`config.mk`:
```
export PLATFORM = sky130hd
export DESIGN_NAME = uart_receiver
export DESIGN_NICKNAME = d
export VERILOG_FILES = /design/src/rtl/uart_rx_pkg.sv /design/src/rtl/uart_baud_tick.sv /design/src/rtl/uart_receiver.sv
export SDC_FILE = /design/constraint.sdc
export NUM_CORES = 1
export LEC_CHECK = 0
export CORE_UTILIZATION = 40
export CTS_BUF_LIST = sky130_fd_sc_hd__clkbuf_4 sky130_fd_sc_hd__clkbuf_8
export DETAILED_ROUTE_END_ITERATION = 6
export PLACE_DENSITY_LB_ADDON = 0.1
export RECOVER_POWER = 25
export SYNTH_ARGS = -nofsm -noshare
export SYNTH_HDL_FRONTEND = slang
export SYNTH_SLANG_ARGS = --single-unit
```
`constraint.sdc`:
```
create_clock -name clk_in -period 7.1 [get_ports clk_in]
set_input_delay 2.13 -clock clk_in [delete_from_list [all_inputs] [get_ports clk_in]]
set_output_delay 2.13 -clock clk_in [all_outputs]
set_load 0.02 [all_outputs]
```
`src/rtl/uart_rx_pkg.sv`:
```
// -----------------------------------------------------------------------------
// uart_rx_pkg
//   Shared types and constants for the 8N1 UART receiver.
//   - rx_state_t : receiver FSM states
//   - BAUD_*     : supported baud rates, indexed by the 2-bit baud select
//   - DIV_W      : width of the baud-tick divisor
//   - div_for()  : rounded tick divisor, round(clk_freq / (baud * oversample))
// -----------------------------------------------------------------------------
package uart_rx_pkg;

    typedef enum logic [1:0] {
        IDLE  = 2'd0,
        START = 2'd1,
        DATA  = 2'd2,
        STOP  = 2'd3
    } rx_state_t;

    localparam int unsigned BAUD_4800   = 4_800;
    localparam int unsigned BAUD_9600   = 9_600;
    localparam int unsigned BAUD_19200  = 19_200;
    localparam int unsigned BAUD_115200 = 115_200;

    // Wide enough for 4800 baud at clocks well beyond 100 MHz.
    localparam int DIV_W = 16;

    // Rounded divisor; adding half the denominator turns truncation into
    // round-to-nearest (100 MHz gives 1302/651/326/54).
    function automatic logic [DIV_W-1:0] div_for(input logic [1:0]  s,
                                                 input int unsigned clk_freq,
                                                 input int unsigned oversample = 16);
        int unsigned baud;
        int unsigned den;
        case (s)
            2'b00:   baud = BAUD_4800;
            2'b01:   baud = BAUD_9600;
            2'b10:   baud = BAUD_19200;
            default: baud = BAUD_115200;
        endcase
        den = baud * oversample;
        return DIV_W'((clk_freq + den / 2) / den);
    endfunction

endpackage

```
`src/rtl/uart_baud_tick.sv`:
```
// -----------------------------------------------------------------------------
// uart_baud_tick
//   Divisor counter producing a one-cycle tick every `divisor` clock cycles.
//   A restart pulse zeroes the count so the next tick lands exactly `divisor`
//   cycles later, which aligns the oversampling grid to a detected start edge.
// Ports
//   clk_in   in   1      system clock, rising edge
//   reset    in   1      asynchronous, active-low reset
//   restart  in   1      synchronous restart of the count (suppresses tick)
//   divisor  in   DIV_W  cycles per tick (0 is treated as 1)
//   tick     out  1      one-cycle tick strobe
// -----------------------------------------------------------------------------
module uart_baud_tick
    import uart_rx_pkg::*;
(
    input  logic             clk_in,
    input  logic             reset,
    input  logic             restart,
    input  logic [DIV_W-1:0] divisor,
    output logic             tick
);

    logic [DIV_W-1:0] count;
    logic [DIV_W-1:0] last;

    assign last = (divisor == '0) ? '0 : divisor - DIV_W'(1);

    // >= rather than == so a shrinking divisor can never strand the counter
    // above its terminal value.
    assign tick = !restart && (count >= last);

    // NOTE: sequential state is written with non-blocking assignments only, so
    // every flop samples the pre-edge value of every other flop.
    always_ff @(posedge clk_in or negedge reset) begin
        if (!reset) begin
            count <= '0;
        end else if (restart || count >= last) begin
            count <= '0;
        end else begin
            count <= count + DIV_W'(1);
        end
    end

endmodule

```
`src/rtl/uart_receiver.sv`:
```
// -----------------------------------------------------------------------------
// uart_receiver
//   8N1 asynchronous serial receiver. The RX line is synchronized, the start
//   edge aligns a 16x oversampling grid, each bit is sampled at its centre and
//   shifted in LSB first. A completed frame loads `register` and pulses `a`.
//
// Configuration macro
//   UART_RX_FRAME_ERR_EN  defined   : a frame whose stop bit is 0 is discarded
//                         undefined : the stop bit is ignored, byte delivered
//
// Parameters
//   CLK_FREQ    clk_in frequency in Hz (default 100 MHz)
//   OVERSAMPLE  baud ticks per bit period (default 16, power of two)
//
// Ports
//   clk_in     in   1  system clock, rising edge
//   reset      in   1  asynchronous, active-low reset
//   S          in   2  baud select: 00=4800, 01=9600, 10=19200, 11=115200
//   serial_in  in   1  RX line, idle high, asynchronous to clk_in
//   register   out  8  last received byte
//   a          out  1  byte-valid strobe, one clk_in cycle
// -----------------------------------------------------------------------------
module uart_receiver
    import uart_rx_pkg::*;
#(
    parameter int unsigned CLK_FREQ   = 100_000_000,
    parameter int unsigned OVERSAMPLE = 16
)
(
    input  logic       clk_in,
    input  logic       reset,
    input  logic [1:0] S,
    input  logic       serial_in,
    output logic [7:0] register,
    output logic       a
);

    localparam int TW = $clog2(OVERSAMPLE);
    localparam logic [TW-1:0] HALF_TICK = TW'(OVERSAMPLE / 2 - 1);
    localparam logic [TW-1:0] LAST_TICK = TW'(OVERSAMPLE - 1);

    localparam logic [DIV_W-1:0] DIV_00 = div_for(2'b00, CLK_FREQ, OVERSAMPLE);
    localparam logic [DIV_W-1:0] DIV_01 = div_for(2'b01, CLK_FREQ, OVERSAMPLE);
    localparam logic [DIV_W-1:0] DIV_10 = div_for(2'b10, CLK_FREQ, OVERSAMPLE);
    localparam logic [DIV_W-1:0] DIV_11 = div_for(2'b11, CLK_FREQ, OVERSAMPLE);

`ifdef UART_RX_FRAME_ERR_EN
    localparam bit DROP_BAD_STOP = 1'b1;
`else
    localparam bit DROP_BAD_STOP = 1'b0;
`endif

    // ------------------------------------------------------------------
    // Signals
    // ------------------------------------------------------------------
    logic             rx_meta;
    logic             rx_sync;
    logic             armed;
    logic [1:0]       s_lat;
    logic [DIV_W-1:0] divisor;
    logic             tick;

    rx_state_t        state;
    rx_state_t        state_next;

    logic [TW-1:0]    tick_cnt;
    logic [2:0]       bit_cnt;
    logic [7:0]       shift;

    logic             restart;
    logic             tick_clr;
    logic             shift_en;
    logic             frame_done;
    logic             load_ok;

    // ------------------------------------------------------------------
    // Two-flop synchronizer; resets to the idle (mark) level so a reset
    // never looks like a start bit.
    // ------------------------------------------------------------------
    always_ff @(posedge clk_in or negedge reset) begin
        if (!reset) begin
            rx_meta <= 1'b1;
            rx_sync <= 1'b1;
        end else begin
            rx_meta <= serial_in;
            rx_sync <= rx_meta;
        end
    end

    // ------------------------------------------------------------------
    // Baud tick generation. The divisor follows the latched select, so a
    // change of S mid-frame cannot disturb the frame in flight; the counter
    // free-runs in IDLE and is realigned by `restart` at start detect.
    // ------------------------------------------------------------------
    always_comb begin
        case (s_lat)
            2'b00:   divisor = DIV_00;
            2'b01:   divisor = DIV_01;
            2'b10:   divisor = DIV_10;
            default: divisor = DIV_11;
        endcase
    end

    uart_baud_tick u_baud_tick (
        .clk_in  (clk_in),
        .reset   (reset),
        .restart (restart),
        .divisor (divisor),
        .tick    (tick)
    );

    // ------------------------------------------------------------------
    // FSM state register
    // ------------------------------------------------------------------
    always_ff @(posedge clk_in or negedge reset) begin
        if (!reset) begin
            state <= IDLE;
        end else begin
            state <= state_next;
        end
    end

    // ------------------------------------------------------------------
    // FSM next state and control strobes
    // ------------------------------------------------------------------
    // NOTE: every output of this block is given a default before the case,
    // so no path leaves a signal unassigned and no latch is inferred.
    always_comb begin
        state_next = state;
        restart    = 1'b0;
        tick_clr   = 1'b0;
        shift_en   = 1'b0;
        frame_done = 1'b0;

        case (state)
            IDLE: begin
                if (!rx_sync && armed) begin
                    state_next = START;
                    restart    = 1'b1;
                end
            end
            START: begin
                // Mid start bit: a line back at 1 was only a glitch.
                if (tick && tick_cnt == HALF_TICK) begin
                    tick_clr   = 1'b1;
                    state_next = rx_sync ? IDLE : DATA;
                end
            end
            DATA: begin
                if (tick && tick_cnt == LAST_TICK) begin
                    tick_clr = 1'b1;
                    shift_en = 1'b1;
                    if (bit_cnt == 3'd7) begin
                        state_next = STOP;
                    end
                end
            end
            STOP: begin
                if (tick && tick_cnt == LAST_TICK) begin
                    tick_clr   = 1'b1;
                    frame_done = 1'b1;
                    state_next = IDLE;
                end
            end
            default: state_next = IDLE;
        endcase
    end

    assign load_ok = frame_done && (rx_sync || !DROP_BAD_STOP);

    // ------------------------------------------------------------------
    // Datapath: baud select latch, tick/bit counters, shift register
    // ------------------------------------------------------------------
    always_ff @(posedge clk_in or negedge reset) begin
        if (!reset) begin
            s_lat    <= 2'b00;
            tick_cnt <= '0;
            bit_cnt  <= 3'd0;
            shift    <= 8'h00;
        end else begin
            if (restart) begin
                s_lat <= S;
            end

            if (restart || tick_clr) begin
                tick_cnt <= '0;
            end else if (tick && state != IDLE) begin
                tick_cnt <= tick_cnt + TW'(1);
            end

            if (restart) begin
                bit_cnt <= 3'd0;
            end else if (shift_en) begin
                bit_cnt <= bit_cnt + 3'd1;
            end

            // LSB arrives first, so shift right and insert at the MSB.
            if (shift_en) begin
                shift <= {rx_sync, shift[7:1]};
            end
        end
    end

    // ------------------------------------------------------------------
    // Start re-arm. After a frame whose stop sample was 0 (e.g. a break)
    // the line must return to 1 before another start is accepted; a stop
    // sample of 1 leaves the receiver armed for an immediate next start.
    // ------------------------------------------------------------------
    always_ff @(posedge clk_in or negedge reset) begin
        if (!reset) begin
            armed <= 1'b1;
        end else if (rx_sync) begin
            armed <= 1'b1;
        end else if (frame_done) begin
            armed <= 1'b0;
        end
    end

    // ------------------------------------------------------------------
    // Output register and byte-valid strobe
    // ------------------------------------------------------------------
    always_ff @(posedge clk_in or negedge reset) begin
        if (!reset) begin
            register <= 8'h00;
            a        <= 1'b0;
        end else begin
            a <= load_ok;
            if (load_ok) begin
                register <= shift;
            end
        end
    end

endmodule

```
; Yosys cells after proc, flatten, opt, wreduce, memory -nomap -nowiden
; Cells that the tools add are included.
[op_classes]
div = 0
n_reduce_logical = 18
mux = 23
n_bitwise = 0
order_cmp = 1
mul = 0
n_eq_ne = 13
shifts = 0
addsub = 4
[op_table]
columns = op, count
row1 = 11-bit one-hot mux with 3 select lines, 1
row2 = 16-bit two-way mux, 2
row3 = 16-bit by 1-bit adder with 16-bit output (second input constant), 1
row4 = 16-bit >= comparator, 1
row5 = 16-bit logical NOT, 1
row6 = 2-bit two-way mux, 6
row7 = 11-bit by 1-bit subtractor with 12-bit output (second input constant), 1
row8 = 2-bit != test (second input constant), 5
row9 = 1-bit two-way mux, 8
row10 = 4-bit two-way mux, 2
row11 = 2-bit one-hot mux with 4 select lines, 1
row12 = 2-bit nonzero test, 4
row13 = 2-bit == test (second input constant), 3
row14 = 3-bit two-way mux, 2
row15 = 1-bit logical AND, 5
row16 = 5-bit AND reduction, 1
row17 = 4-bit by 1-bit adder with 4-bit output (second input constant), 1
row18 = 2-bit by 1-bit == test with 1-bit output (second input constant), 2
row19 = 4-bit by 3-bit == test with 1-bit output (second input constant), 1
row20 = 4-bit == test (second input constant), 1
row21 = 2-bit logical NOT, 2
row22 = 3-bit by 1-bit adder with 3-bit output (second input constant), 1
row23 = 3-bit == test (second input constant), 1
row24 = 1-bit logical NOT, 2
row25 = other kinds (3), 4
[word_totals]
output_inout_bits = 9
memories = 0
ram_bits = 0
rom_bits = 0
latchBits = 0
regBits = 47
input_bits = 5
word_cells = 70

; Depth between registers and ports, before layout
[logic_depth]
depth_word = 11
ltp_mapped = 11
ltp_nobuf = 10

; Modules after synthesis
; From an unflattened synthesis, not the netlist that was laid out.
[unflattened]
hier_cells = 301
area_unflattened_um2 = 3045.4
[by_module_without_submodules]
columns = mod, instances, cells_per_inst, area_per_inst_um2, seq_area_each_um2
row1 = uart_baud_tick, 1, 186, 1622.8, 400.4
row2 = uart_receiver, 1, 115, 1422.6, 779.5

; Least setup slack after synthesis
; Ideal clock, no wire load.
[synth_path]
path_kind = register to register
start = register s_lat[1]
end = register shift[0]
setup_slack_ns = 4.494
synth_period_minus_slack_ns = 2.606
required_time_ns = 6.975
t_arrival_ns = 2.482
stages_incl_launch_ff = 11
setup_ns = 0.125
path_buffers = 1
cell_sequence = dfrtp_1 inv_1 ha_1 inv_1 ha_1 and3_1 nor3b_1 o311ai_1 a21oi_1 buf_2 mux2_2
[synth_between]
elab_chain_len = 9
elab_cells_between_ends = 12
classes_between = add/sub: 1 / order compare: 1 / eq/ne: 2 / mux: 4 / reduce/logical: 4
[synth_rtl]
columns = item, line
row1 = "start, declared", uart_receiver.sv:59  ; logic [1:0] s_lat;
row2 = "start signal, assigned", uart_receiver.sv:176  ; s_lat <= 2'b00;
row3 = "start signal, assigned", uart_receiver.sv:182  ; s_lat <= S;
row4 = 2-bit == test (tied with other cells), uart_receiver.sv:96  ; case (s_lat)
row5 = 11-bit one-hot mux with 3 select lines *, uart_receiver.sv:96
row6 = 11-bit by 1-bit subtractor with 12-bit output or 16-bit logical NOT (tied branches), uart_baud_tick.sv:26  ; assign last = (divisor == '0) ? '0 : divisor - DIV_W'(1);
row7 = 16-bit two-way mux *, uart_baud_tick.sv:26
row8 = 16-bit >= comparator *, uart_baud_tick.sv:30  ; assign tick = !restart && (count >= last);
row9 = 1-bit logical AND *, uart_baud_tick.sv:30
row10 = 1-bit logical AND *, uart_receiver.sv:150  ; if (tick && tick_cnt == LAST_TICK) begin
row11 = 1-bit two-way mux *, uart_receiver.sv:150
row12 = 1-bit two-way mux *, uart_receiver.sv:135  ; case (state)
row13 = "end signal, assigned", uart_receiver.sv:199  ; shift <= {rx_sync, shift[7:1]};
row14 = "end, declared", uart_receiver.sv:68  ; logic [7:0] shift;
; Every way passes the cells marked *; elsewhere a longest branch is shown, timed or not.
; A chain may end at the register's enable or synchronous reset.

==> results.yml <==
status:
  status: "finished with violations"
  violations: "max-capacitance violations, max-slew violations"
worst_setup_path:
  critPathBufInv: 1
  rr_startpoint: "s_lat[1]$_DFFE_PN0P_"
  slowest_stage: "clkbuf_1"
  crit_family: "buffers and inverters"
  worst_r2r_path_depth: 9
  arrival_ns: 3.86
  worstPathRequired_ns: 7.00
  slowest_delay_ns: 1.71
  startpoint_type: "input port"
  cp_cell_sequence: "clkbuf_1"
  worstPathMaxFanout: 47
  path_class: "in -> async"
  crit_path_end_kind: "asynchronous set/reset pin"
  worstReg2RegEnd: "shift[1]$_DFFE_PN0P_"
  reg2reg_slack_ns: 3.80
pwr:
  power.switching_mw: 0.221
  power_density_nw_per_um2: 258
  ir_worst_vdd_mv: 0.153
  clkPwrFrac: 0.253
  switching_share: 0.327
  p_int_mw: 0.455
  p_seq_frac: 0.488
  power_frac_comb: 0.259
  p_leak_nw: 1.26
yosys:
  synthSimpleGateAreaFrac: 0.128
  ys_seq_elements: 47
  yosys.area_share.adder: 0.107
  synth_ff_type: "dfrtp_1"
  synth_edf_count: 0
  synth_compound_area_frac: 0.0792
  synth_top_area_frac: 0.471
  synth_area_sq_um: 2340
  yosysSeqAreaShare: 0.505
  synthTopCellsByArea: "dfrtp_1 47%, ha_1 11%, mux2_4 5.1%, mux2_2 3.9%, nor2_1 3.7%"
  yosysWarnings: 0
  async_flop_share: 1.00
  synth-xor-area-share: 0.0449
  syn_avg_cell_area_sq_um: 11.3
  synth_top_area_cell: "dfrtp_1"
  synth_top_family_by_area: "simple AND/OR/NAND/NOR gates"
  synth.distinct_cells: 39
  synthMuxAreaShare: 0.0942
  syn_inst: 207
routing:
  wirelength_um: 3980
  via_per_inst: 4.98
  ant_nets: 0
  avgRoutedWirePerCell_um: 13.4
  drt-initial-drc-count: 46
  drcViolationCount: 0
  first_pass_iters: 4
  num_vias: 1484
cts:
  cts_hold_buf: 0
  cts_root_buf: "clkbuf_8"
  cts_tree: "yes"
  numCtsBuffers: 5
  cts_max_level: 2
  path_clk_slew_ns: 0.08
  cts_setup_buffers: 0
  clock-sinks: 47
  clock_path_buffers: 2
  cts_resized: 0
  clock_latency_ns: 0.30
cells_and_area:
  area_delta_synth_final_pct: 12.2
  fin_nets: 250
  nFillCells: 527
  multi_input_area_sq_um: 1070
  antenna_cells: 0
  regArea_sq_um: 1180
  final_cell_mix: "44 x dfrtp_1, 23 x nor2_1, 20 x ha_1"
  drive_above_1_share: 0.142
  final_common_cell: "dfrtp_1"
  fin_cells: 298
min_path:
  whs_endpoint: "rx_sync$_DFF_PN1_"
  hp-class: "reg -> reg"
  hold_start: "rx_meta$_DFF_PN1_"
  whs_path_depth: 0
grt:
  grt_pass1_vias: 1533
  grt_max_degree: 48
  antenna_found_initial: 0
  grt_pass1_wl_um: 7040
  globalRouteOverflowTotal: 0
  grt_use_total: 0.149
timing:
  finalCriticalPeriod_ns: 3.96
  finalClockSkew_ns: 0.00646
  max-slew-margin-rel: -0.627
  clock.fmax_ghz: 0.252
  hold_viol_final: 0
  period_share: 0.558
  tightest_slew_ns: 2.44
  grt_setup_unrepaired: "no"
  setup_viol: 0
  fin_tns_setup_ns: 0
  final_max_slew_viol_count: 48
floorplan:
  core-area_sq_um: 5570
  fp.dieH_um: 78.5
  die_area_sq_um: 6160
  initial_core_util: 0.420
  fp.dieW_um: 78.5
  placementRows: 27
  io_pins: 14
place:
  gp_congestion: 0.748
  port_buffers: 13
  place_inst: 290
  dp_hpwl_um: 2920
run:
  maxCapViolCount: 1
-- cell usage after synthesis (2+ instances only) --
library cell  instances
dfstp_2               3
nor2_1               23
a21oi_1               8
nor2b_1               2
o21ai_0               7
buf_6                 2
and3_1                6
xnor2_1               7
ha_1                 20
a31oi_1               5
mux2_2                8
nand3_1               6
inv_1                15
mux2_4                8
xor2_1                5
nand2_1              15
dfrtp_1              44
o211ai_1              2
-- flip-flops by register name, summed over array words and instances, names as in the netlist, named ones only --
name and flops:
u_baud_tick.count 16, register 8, shift 8, tick_cnt 4, bit_cnt 3, s_lat 2, a 1, armed 1
rx_meta 1, rx_sync 1, state 1
-- cells by family (layout without fill, tap and decap cells) --
logic type                 Yosys count  in the layout
and+or+nand+nor                     61             61
DFF                                 47             47
AOI/OAI and AO/OA                   29             29
adders and majority gates           20             20
buffers and inverters               20             36
muxes                               17             17
xor gates and xnor gates            12             12
other                                1              4
-- stage by stage --
step | hold slack (ns) | setup WS, ns | instance area, sq um | total power [mW] | util
floorplan | 0.345 | 4.49 | 2350 | 0.474 | -
global placement | 0.351 | 4.03 | 2530 | 0.502 | 0.453
detailed placement | 0.351 | 3.91 | 2530 | 0.514 | 0.453
CTS | 0.366 | 3.69 | 2630 | 0.689 | 0.471
global route | 0.369 | 2.57 | 2620 | 0.732 | 0.471
finish | 0.362 | 3.14 | 2620 | 0.676 | 0.471
-- power groups by stage --
stage | clock network (mW) | registers (mW) | logic, mW
floorplan | 0 | 0.318 | 0.155
global placement | 0 | 0.331 | 0.170
detailed placement | 0 | 0.335 | 0.179
CTS | 0.180 | 0.329 | 0.180
global route | 0.191 | 0.335 | 0.206
finish | 0.171 | 0.330 | 0.175
-- layout make-up --
cell class,instances,area share
Inverter,15,0.0215
Clock inverter,1,0.00334
Timing Repair Buffer,13,0.0472
Multi-Input combinational cell,143,0.410
Tap cell,72,0.0343
Sequential cell,47,0.450
Clock buffer,7,0.0343
-- routing by layer --
metal	track usage	wire length, um	vias up
met1	0.198	1920	719
met3	0.0349	119	8
met5	0	0	-
li1	-	-	735
met2	0.232	1880	22
met4	0.0611	61	0
-- worst max-delay path by stage --
stage / start / endpoint / slack [ns] / depth (start not counted)
2_1_floorplan: s_lat[1]$_DFFE_PN0P_ / shift[0]$_DFFE_PN0P_ / 4.49 / 10
3_3_place_gp: register[6]$_DFFE_PN0P_ / register[6] / 4.03 / 1
3_5_place_dp: s_lat[1]$_DFFE_PN0P_ / shift[1]$_DFFE_PN0P_ / 3.91 / 9
4_1_cts: register[3]$_DFFE_PN0P_ / register[3] / 3.69 / 1
5_1_grt: reset / s_lat[1]$_DFFE_PN0P_ / 2.57 / 1
6_report: reset / s_lat[1]$_DFFE_PN0P_ / 3.14 / 1
No activity file was read; power rests on OpenSTA's default activity.
==> patch, RTL diff (same settings) <==
`CLK_FREQ`: 100_000_000 -> 75_000_000.
--- a/src/rtl/uart_receiver.sv
+++ b/src/rtl/uart_receiver.sv
@@ -23,7 +23,7 @@
 module uart_receiver
     import uart_rx_pkg::*;
 #(
-    parameter int unsigned CLK_FREQ   = 100_000_000,
+    parameter int unsigned CLK_FREQ   = 75_000_000,
     parameter int unsigned OVERSAMPLE = 16
 )
 (
Check against the original RTL: same outputs for any inputs over 10 cycles, from zero or initial values and one cycle with reset low; that may be too few to reach the edited logic, so the function may still have changed.
==> patch against the unedited design <==
The flow still finishes with violations (capacitance limit, slew limit); wire length down 2.8%; design area down 0.62%; utilization up 0.28 points; synthesized cell count down 9.2%; power up 1.8%; die area down 1.7%; area after synthesis down 1.8%; critical path depth up 7; cell count down 5.4%; worst setup slack worse by 350 ps; first-iteration DRC count down 28%; register-to-register slack worse by 1000 ps; sequential cell count unchanged; critical endpoint is now shift[5]; highest routed layer unchanged.
==> patch: results <==
export IMPL_post_synth_xor_area_fraction_pct=3.05
export IMPL_relSlewSlack_pct=-63.3
export IMPL_multi_input_cells=130
export IMPL_layout_cells_non_filler=282
export IMPL_dp_hpwl_mm=2.74
export IMPL_grt_pass1_vias=1535
export IMPL_synth_compound_gate_area_share_pct=7.63
export IMPL_finalPower_mw=0.688
export IMPL_internal_power_mw=0.485
export IMPL_synthAdderAreaFrac_pct=10.9
export IMPL_cp_top_family="compound AO/OA/AOI/OAI gates"
export IMPL_nFillCells=502
export IMPL_grt_total_usage_pct=14.9
export IMPL_outcome="complete, but fails checks"
export IMPL_clk_share_pct=4.37
export IMPL_layout_nets=234
export IMPL_crit_path_max_fanout=16
export IMPL_mean_instance_size_in_the_synthesized_netlist_um2=12.2
export IMPL_pre_cts_ws_ps=3840
export IMPL_postRouteWirelength_mm=3.87
export IMPL_violations="capacitance limit, slew limit"
export IMPL_global_route_wire_length_before_repair_mm=6.98
export IMPL_placed_cells_incl_taps=274
export IMPL_area_used_by_multi_input_combinational_logic_um2=1050
export IMPL_netlist_top_cells_area="sky130_fd_sc_hd__dfrtp_1 (48%), sky130_fd_sc_hd__ha_1 (11%), sky130_fd_sc_hd__mux2_2 (5.4%)"
export IMPL_critical_path_max_stage_delay_ps=1530
export IMPL_final_setup_skew_ps=11.1
export IMPL_synth_top_cells_by_count="sky130_fd_sc_hd__dfrtp_1 (44), sky130_fd_sc_hd__ha_1 (20), sky130_fd_sc_hd__nor2_1 (14), sky130_fd_sc_hd__nand2_1 (13), sky130_fd_sc_hd__inv_1 (12)"
export IMPL_arrival_time_at_the_worst_endpoint_ps=4490
export IMPL_p_clk_mw=0.199
export IMPL_synth_cell_type_count=45
export IMPL_nonClkBufAreaFrac_pct=4.75
export IMPL_slew_violations=65
export IMPL_place_gp_congestion=0.853
export IMPL_worst_path_max_delay_cell="sky130_fd_sc_hd__a211oi_1"
export IMPL_synth_sequential_area_ratio_pct=51.4
export IMPL_layout_non_clock_inverters=12
export IMPL_final_layout_size_suffix_gt1_share_pct=16.2
export IMPL_maxCapViolCount=2
export IMPL_synth_mux_area_share_pct=11.7
export IMPL_placedInstanceArea_um2=2510
export IMPL_power_combinational_fraction_pct=23.9
export IMPL_yosysWarningCount=0
[patch: cell count changes in the layout (fill, tap and decap cells not counted), sizes merged, moves of 3 or more]
cell    delta
o21ai      -3
nand2b     +3
inv        -3
a31oi      -4
o31ai      +3
a21oi      -5
mux2i      +3
xnor2      -3
and3       -3
nor2      -10
[patch: final timing paths]
| check | cells after the start | startpoint | endpoint | slack [ps] |
|---|---|---|---|---|
| worst max-delay path | 8 | s_lat[1] | shift[5] | 2790 |
| worst min-delay path | 0 | rx_meta | rx_sync | 360 |
| worst max register to register | 8 | s_lat[1] | shift[5] | 2790 |
| worst min register to register | 0 | rx_meta | rx_sync | 360 |
| max in group asynchronous | 1 | reset | u_baud_tick.count[6] | 3120 |
| min in group asynchronous | 1 | reset | s_lat[0] | 2580 |
[patch: routing by layer]
metal	routed length (um)	track usage [%]	vias up	share of wire (%)
li1	-	-	687	-
met1	1800	17.6	677	47
met2	1920	25.9	15	50
met3	117	3.88	5	3.0
met4	29	5.09	0	0.75
met5	0	0	-	0
